[src/rtl/regfile_writer_pkg.sv]
// Shared constants and types for the integer register file write/read slice.
package regfile_writer_pkg;

    localparam int unsigned REG_DATA_W = 32;
    localparam int unsigned REG_ADDR_W = 5;

    typedef logic [REG_ADDR_W-1:0] reg_idx_t;

    typedef enum logic {
        RF_INIT,
        RF_RUN
    } rf_state_e;

endpackage

[src/rtl/regfile_read_port.sv]
// One register file read port: index register, array mux with write-first
// forwarding, x0/INIT zeroing and the output data register.
module regfile_read_port
    import regfile_writer_pkg::*;
#(
    parameter int unsigned DATA_W = REG_DATA_W,
    parameter int unsigned ADDR_W = REG_ADDR_W
) (
    input  logic              clk,
    input  logic              rst_n,
    input  logic [ADDR_W-1:0] rs_i,
    input  logic [DATA_W-1:0] mem_i [2**ADDR_W],
    input  logic              init_i,
    input  logic              fwd_valid_i,
    input  logic [ADDR_W-1:0] fwd_addr_i,
    input  logic [DATA_W-1:0] fwd_data_i,
    output logic [DATA_W-1:0] rs_data_o
);

    logic [ADDR_W-1:0] rs_q;
    logic [DATA_W-1:0] data_q;
    logic [DATA_W-1:0] data_d;

    // Zeroing has priority over forwarding so x0 and the sweep always read 0.
    always_comb begin
        data_d = mem_i[rs_q];
        if (fwd_valid_i && (fwd_addr_i == rs_q)) begin
            data_d = fwd_data_i;
        end
        if (init_i || (rs_q == '0)) begin
            data_d = '0;
        end
    end

    always_ff @(posedge clk or negedge rst_n) begin
        if (!rst_n) begin
            rs_q   <= '0;
            data_q <= '0;
        end else begin
            rs_q   <= rs_i;
            data_q <= data_d;
        end
    end

    assign rs_data_o = data_q;

endmodule

[src/rtl/regfile_writer.sv]
// Register file storage with a post-reset clearing sweep, a valid/ready write
// port and two pipelined read ports.
module regfile_writer
    import regfile_writer_pkg::*;
#(
    parameter int unsigned DATA_W = REG_DATA_W,
    parameter int unsigned ADDR_W = REG_ADDR_W
) (
    input  logic              clk,
    input  logic              rst_n,
    input  logic              wr_valid,
    output logic              wr_ready,
    input  logic [ADDR_W-1:0] wr_addr,
    input  logic [DATA_W-1:0] wr_data,
    input  logic [ADDR_W-1:0] rs1,
    input  logic [ADDR_W-1:0] rs2,
    output logic [DATA_W-1:0] rs1_data,
    output logic [DATA_W-1:0] rs2_data,
    output logic              init_done
);

    localparam int unsigned     DEPTH    = 2**ADDR_W;
    localparam logic [ADDR_W-1:0] LAST_IDX = ADDR_W'(DEPTH - 1);

    rf_state_e         state_q, state_d;
    logic [ADDR_W-1:0] sweep_q, sweep_d;
    logic              wr_ready_q, wr_ready_d;
    logic              init_done_q, init_done_d;

    logic              wr_fire_c;
    logic              mem_we_c;
    logic [ADDR_W-1:0] mem_waddr_c;
    logic [DATA_W-1:0] mem_wdata_c;

    logic [DATA_W-1:0] mem [DEPTH];

    assign wr_fire_c = wr_valid && wr_ready_q;

    // Next state and array write decode; the sweep owns the write port in INIT.
    always_comb begin
        state_d     = state_q;
        sweep_d     = sweep_q;
        mem_we_c    = 1'b0;
        mem_waddr_c = wr_addr;
        mem_wdata_c = wr_data;
        case (state_q)
            RF_INIT: begin
                mem_we_c    = 1'b1;
                mem_waddr_c = sweep_q;
                mem_wdata_c = '0;
                sweep_d     = sweep_q + ADDR_W'(1);
                if (sweep_q == LAST_IDX) begin
                    state_d = RF_RUN;
                end
            end
            RF_RUN: begin
                mem_we_c = wr_fire_c && (wr_addr != '0);
            end
            default: begin
                state_d = RF_INIT;
            end
        endcase
        wr_ready_d  = (state_d == RF_RUN);
        init_done_d = (state_d == RF_RUN);
    end

    always_ff @(posedge clk or negedge rst_n) begin
        if (!rst_n) begin
            state_q     <= RF_INIT;
            sweep_q     <= '0;
            wr_ready_q  <= 1'b0;
            init_done_q <= 1'b0;
        end else begin
            state_q     <= state_d;
            sweep_q     <= sweep_d;
            wr_ready_q  <= wr_ready_d;
            init_done_q <= init_done_d;
        end
    end

    // Storage has no reset; the sweep clears it.
    always_ff @(posedge clk) begin
        if (mem_we_c) begin
            mem[mem_waddr_c] <= mem_wdata_c;
        end
    end

    regfile_read_port #(
        .DATA_W (DATA_W),
        .ADDR_W (ADDR_W)
    ) u_rd1 (
        .clk         (clk),
        .rst_n       (rst_n),
        .rs_i        (rs1),
        .mem_i       (mem),
        .init_i      (state_q == RF_INIT),
        .fwd_valid_i (wr_fire_c),
        .fwd_addr_i  (wr_addr),
        .fwd_data_i  (wr_data),
        .rs_data_o   (rs1_data)
    );

    regfile_read_port #(
        .DATA_W (DATA_W),
        .ADDR_W (ADDR_W)
    ) u_rd2 (
        .clk         (clk),
        .rst_n       (rst_n),
        .rs_i        (rs2),
        .mem_i       (mem),
        .init_i      (state_q == RF_INIT),
        .fwd_valid_i (wr_fire_c),
        .fwd_addr_i  (wr_addr),
        .fwd_data_i  (wr_data),
        .rs_data_o   (rs2_data)
    );

    assign wr_ready  = wr_ready_q;
    assign init_done = init_done_q;

endmodule

[config.mk]
export PLATFORM = sky130hd
export DESIGN_NAME = regfile_writer
export DESIGN_NICKNAME = d
export VERILOG_FILES = /design/src/rtl/regfile_writer_pkg.sv /design/src/rtl/regfile_read_port.sv /design/src/rtl/regfile_writer.sv
export SDC_FILE = /design/constraint.sdc
export NUM_CORES = 1
export LEC_CHECK = 0
export BUFFER_PORTS_ARGS = -buffer_cell sky130_fd_sc_hd__buf_2
export CAP_MARGIN = 40
export CORE_UTILIZATION = 30
export DETAILED_ROUTE_END_ITERATION = 8
export RECOVER_POWER = 100
export SYNTH_ARGS = -nofsm -noshare
export SYNTH_HDL_FRONTEND = slang
export SYNTH_SLANG_ARGS = --single-unit
[constraint.sdc]
create_clock -name clk -period 5.88 [get_ports clk]
set_clock_uncertainty 0.1 [all_clocks]
set_input_delay 1.176 -clock clk [delete_from_list [all_inputs] [get_ports clk]]
set_output_delay 1.176 -clock clk [all_outputs]
set_load 0.01 [all_outputs]
==> flow_summary.json <==
{
  "status": "complete, but fails checks",
  "violations": "capacitance limit, slew limit",
  "synth_nets": 2670,
  "worstMarginPinSlew_ns": 2.33,
  "drtIter0Drc": 3575,
  "path_clk_slew_ns": 0.06,
  "pre_cts_slack_ns": 2.02,
  "diodes": 0,
  "die_x_um": 414,
  "syn_to_final_growth_pct": 14.9,
  "fin_area_mm2": 0.0584,
  "grt-ovfl-total": 0,
  "async_flop_share_pct": 7.25,
  "endpoint_kind": "register",
  "dp_hpwl_mm": 107,
  "yosys_register_bits": 1104,
  "clockBufferDepth": 3,
  "power_leakage_nw": 18.8,
  "finalPower_mw": 17.9,
  "setup_viol": 0,
  "place_area_mm2": 0.0550,
  "period_needed_ns": 4.64,
  "finish.utilization_pct": 34.8,
  "antenna_found_initial": 5,
  "postRouteAntennaNets": 0,
  "start_util_pct": 30.3,
  "num-fill-cells": 15700,
  "max_stage_delay_ns": 1.18,
  "io_pins": 116,
  "post_cts_buffers": 0,
  "drt_wl_total_mm": 164,
  "post_cts_resized": 0,
  "drive_gt1_share_pct": 29.6,
  "layout_setup_ws_ns": 1.24,
  "rsz0062_at_grt": "no",
  "ir_worst_vdd_v": 0.000237,
  "critPathKind": "register to register",
  "worst_ep_arrival_time_ns": 4.88,
  "synth_top_area_share_pct": 60.5,
  "synthFlopType": "edfxtp_1",
  "p_per_area_mw_per_mm2": 306,
  "rows": 150,
  "yosysWarnings": 0,
  "netlist_area_mm2": 0.0509,
  "netlist_instances": 2618,
  "cts_buffers": 117,
  "slowest_stage": "and3_1",
  "routed_via_density": 5.75,
  "fin_nets": 2836,
  "synth_commonest_cells": "edfxtp_1, mux4_2, mux2i_1",
  "tns_ns": 0,
  "firstDrtPassIters": 5,
  "place_congestion": 0.843,
  "hold_class": "register to register",
  "whs_path_depth": 1,
  "slew_viol_final": 482,
  "cts_hold_repair.buffers": 0,
  "cp_common_cell": "buf_4",
  "fp.coreArea_mm2": 0.168,
  "synth_area_per_cell_um2": 19.4,
  "reg2reg_depth": 4,
  "post-route-drc-count": 0,
  "yosysMostFrequentCell": "edfxtp_1",
  "cp_data_required_time_ns": 6.12,
  "synth_top_area_cell": "edfxtp_1",
  "grt_pass1_wl_mm": 231,
  "die_area_mm2": 0.171,
  "synth_enable_flop_cells": 1024,
  "synth.area.top_cells": "edfxtp_1, mux4_2, mux2i_1, dfrtp_1, a221oi_1",
  "ys_seq_area_share_pct": 64.4,
  "cts_tree": "built",
  "synth_cell_type_count": 55,
  "hold_viol": 0,
  "fmax_mhz": 216,
  "detail_route.wl_per_cell_um": 32.2,
  "max_cap_viol_count": 16,
  "fin_crit_sh_pct": 78.9,
  "clk_latency_ns": 0.71,
  "cts_max_level": 3,
  "clkSinkCount": 1104,
  "maxSlewHeadroom_pct": -55.6,
  "track_usage_pct": 19.0,
  "grt_max_degree": 79,
  "worst-path-max-fanout": 45,
  "cp_cell_sequence": "buf_4, o32ai_1, and3_1, buf_4",
  "vias": 29300,
  "first_global_vias": 29900,
  "cts_root_buffer": "clkbuf_16",
  "port-buffer-count": 115,
  "die_h_um": 414,
  "critPathLaunchType": "register"
}
cell families (layout without fill, tap and decap cells):
| logic type | after synthesis | in the layout | synth area share (%) |
|---|---|---|---|
| flops | 1104 | 1104 | 64.4 |
| mux | 734 | 734 | 26.0 |
| compound gates | 321 | 321 | 4.72 |
| simple gates | 225 | 225 | 2.12 |
| buf+inv | 219 | 486 | 2.44 |
| xor+xnor | 13 | 13 | 0.224 |
| fa+ha+maj | 2 | 2 | 0.0492 |
worst max-delay path: cells and delay by family (launching register included):
kind            cells  cell delay [ns]
simple gates        1             1.18
buf+inv             2             1.16
flops               1             1.07
compound gates      1             0.72
registers in the layout, indices dropped and copies added, names as in the netlist:
signal	count
u_rd1.rs_data_o	32
u_rd2.rs_q	5
mem	1024
init_done	1
sweep_q	5
u_rd1.rs_q	5
u_rd2.rs_data_o	32
metal layers:
metal	up-vias	share of wire [%]	GRT usage [%]
met2	1570	48	30.6
met1	15800	39	25.2
met4	2	4.3	7.54
met5	-	0.0061	0
li1	11600	-	-
met3	296	8.9	3.77
power breakdown:
part	total, mW	switching, mW	leakage (nW)	internal [mW]
sequential	8.78	0.108	10.2	8.67
combinational	1.50	0.927	6.71	0.569
clock	7.61	3.16	1.90	4.44
total	17.9	4.20	18.8	13.7
through the flow:
stage                     hold slack, ns  instances
after floorplan                    0.351       2618
after global placement             0.371       4829
after detailed placement           0.377       4869
after CTS                          0.241       5089
after global routing               0.401       5089
final                              0.386       5089
path summary, 6_finish.rpt:
check / start / endpoint / slack, ns
worst max register to register: init_done$_DFF_PN0_ / mem[943]$_DFFE_PP_ / 1.24
max in group asynchronous: rst_n / u_rd1.rs_data_o[17]$_DFF_PN0_ / 2.27
worst min register to register: sweep_q[2]$_DFFE_PN0N_ / sweep_q[2]$_DFFE_PN0N_ / 0.39
worst min-delay path: sweep_q[2]$_DFFE_PN0N_ / sweep_q[2]$_DFFE_PN0N_ / 0.39
min in group asynchronous: rst_n / u_rd1.rs_q[0]$_DFF_PN0_ / 0.66
worst max-delay path: init_done$_DFF_PN0_ / mem[943]$_DFFE_PP_ / 1.24
cells in the final DEF, fill, tap and decap left out, drive strengths merged, types with 4 or more instances in the layout:
cell / synthesis / final
nor2: 83 / 83
nor2b: 4 / 4
mux2i: 257 / 257
nor3: 13 / 13
a22oi: 9 / 9
nand2: 42 / 42
nand3b: 6 / 6
o21ai: 70 / 70
and2: 34 / 34
buf: 128 / 148
o311a: 7 / 7
mux4: 471 / 471
o31ai: 4 / 4
o311ai: 5 / 5
a211oi: 37 / 37
xor2: 8 / 8
clkinvlp: 0 / 9
edfxtp: 1024 / 1024
nand2b: 14 / 14
clkinv: 0 / 51
mux2: 6 / 6
inv: 6 / 8
a221o: 27 / 27
bufinv: 0 / 16
and3: 10 / 10
a31oi: 15 / 15
a21o: 6 / 6
o221ai: 4 / 4
a21oi: 22 / 22
dfrtp: 80 / 80
clkbuf: 85 / 254
a22o: 5 / 5
o22ai: 5 / 5
xnor2: 5 / 5
a221oi: 89 / 89
nand3: 12 / 12
area by class of cell:
class | count | area (um2) | share of cell area, %
tap | 2204 | 2760 | 4.72
sequential | 1104 | 32800 | 56.1
timing repair buffer | 260 | 1880 | 3.21
inverter | 6 | 23.8 | 0.0407
multi-input combinational | 1295 | 17100 | 29.2
clock buffer | 142 | 3100 | 5.31
clock inverter | 78 | 810 | 1.39
Power figures use the tool's default switching activity.
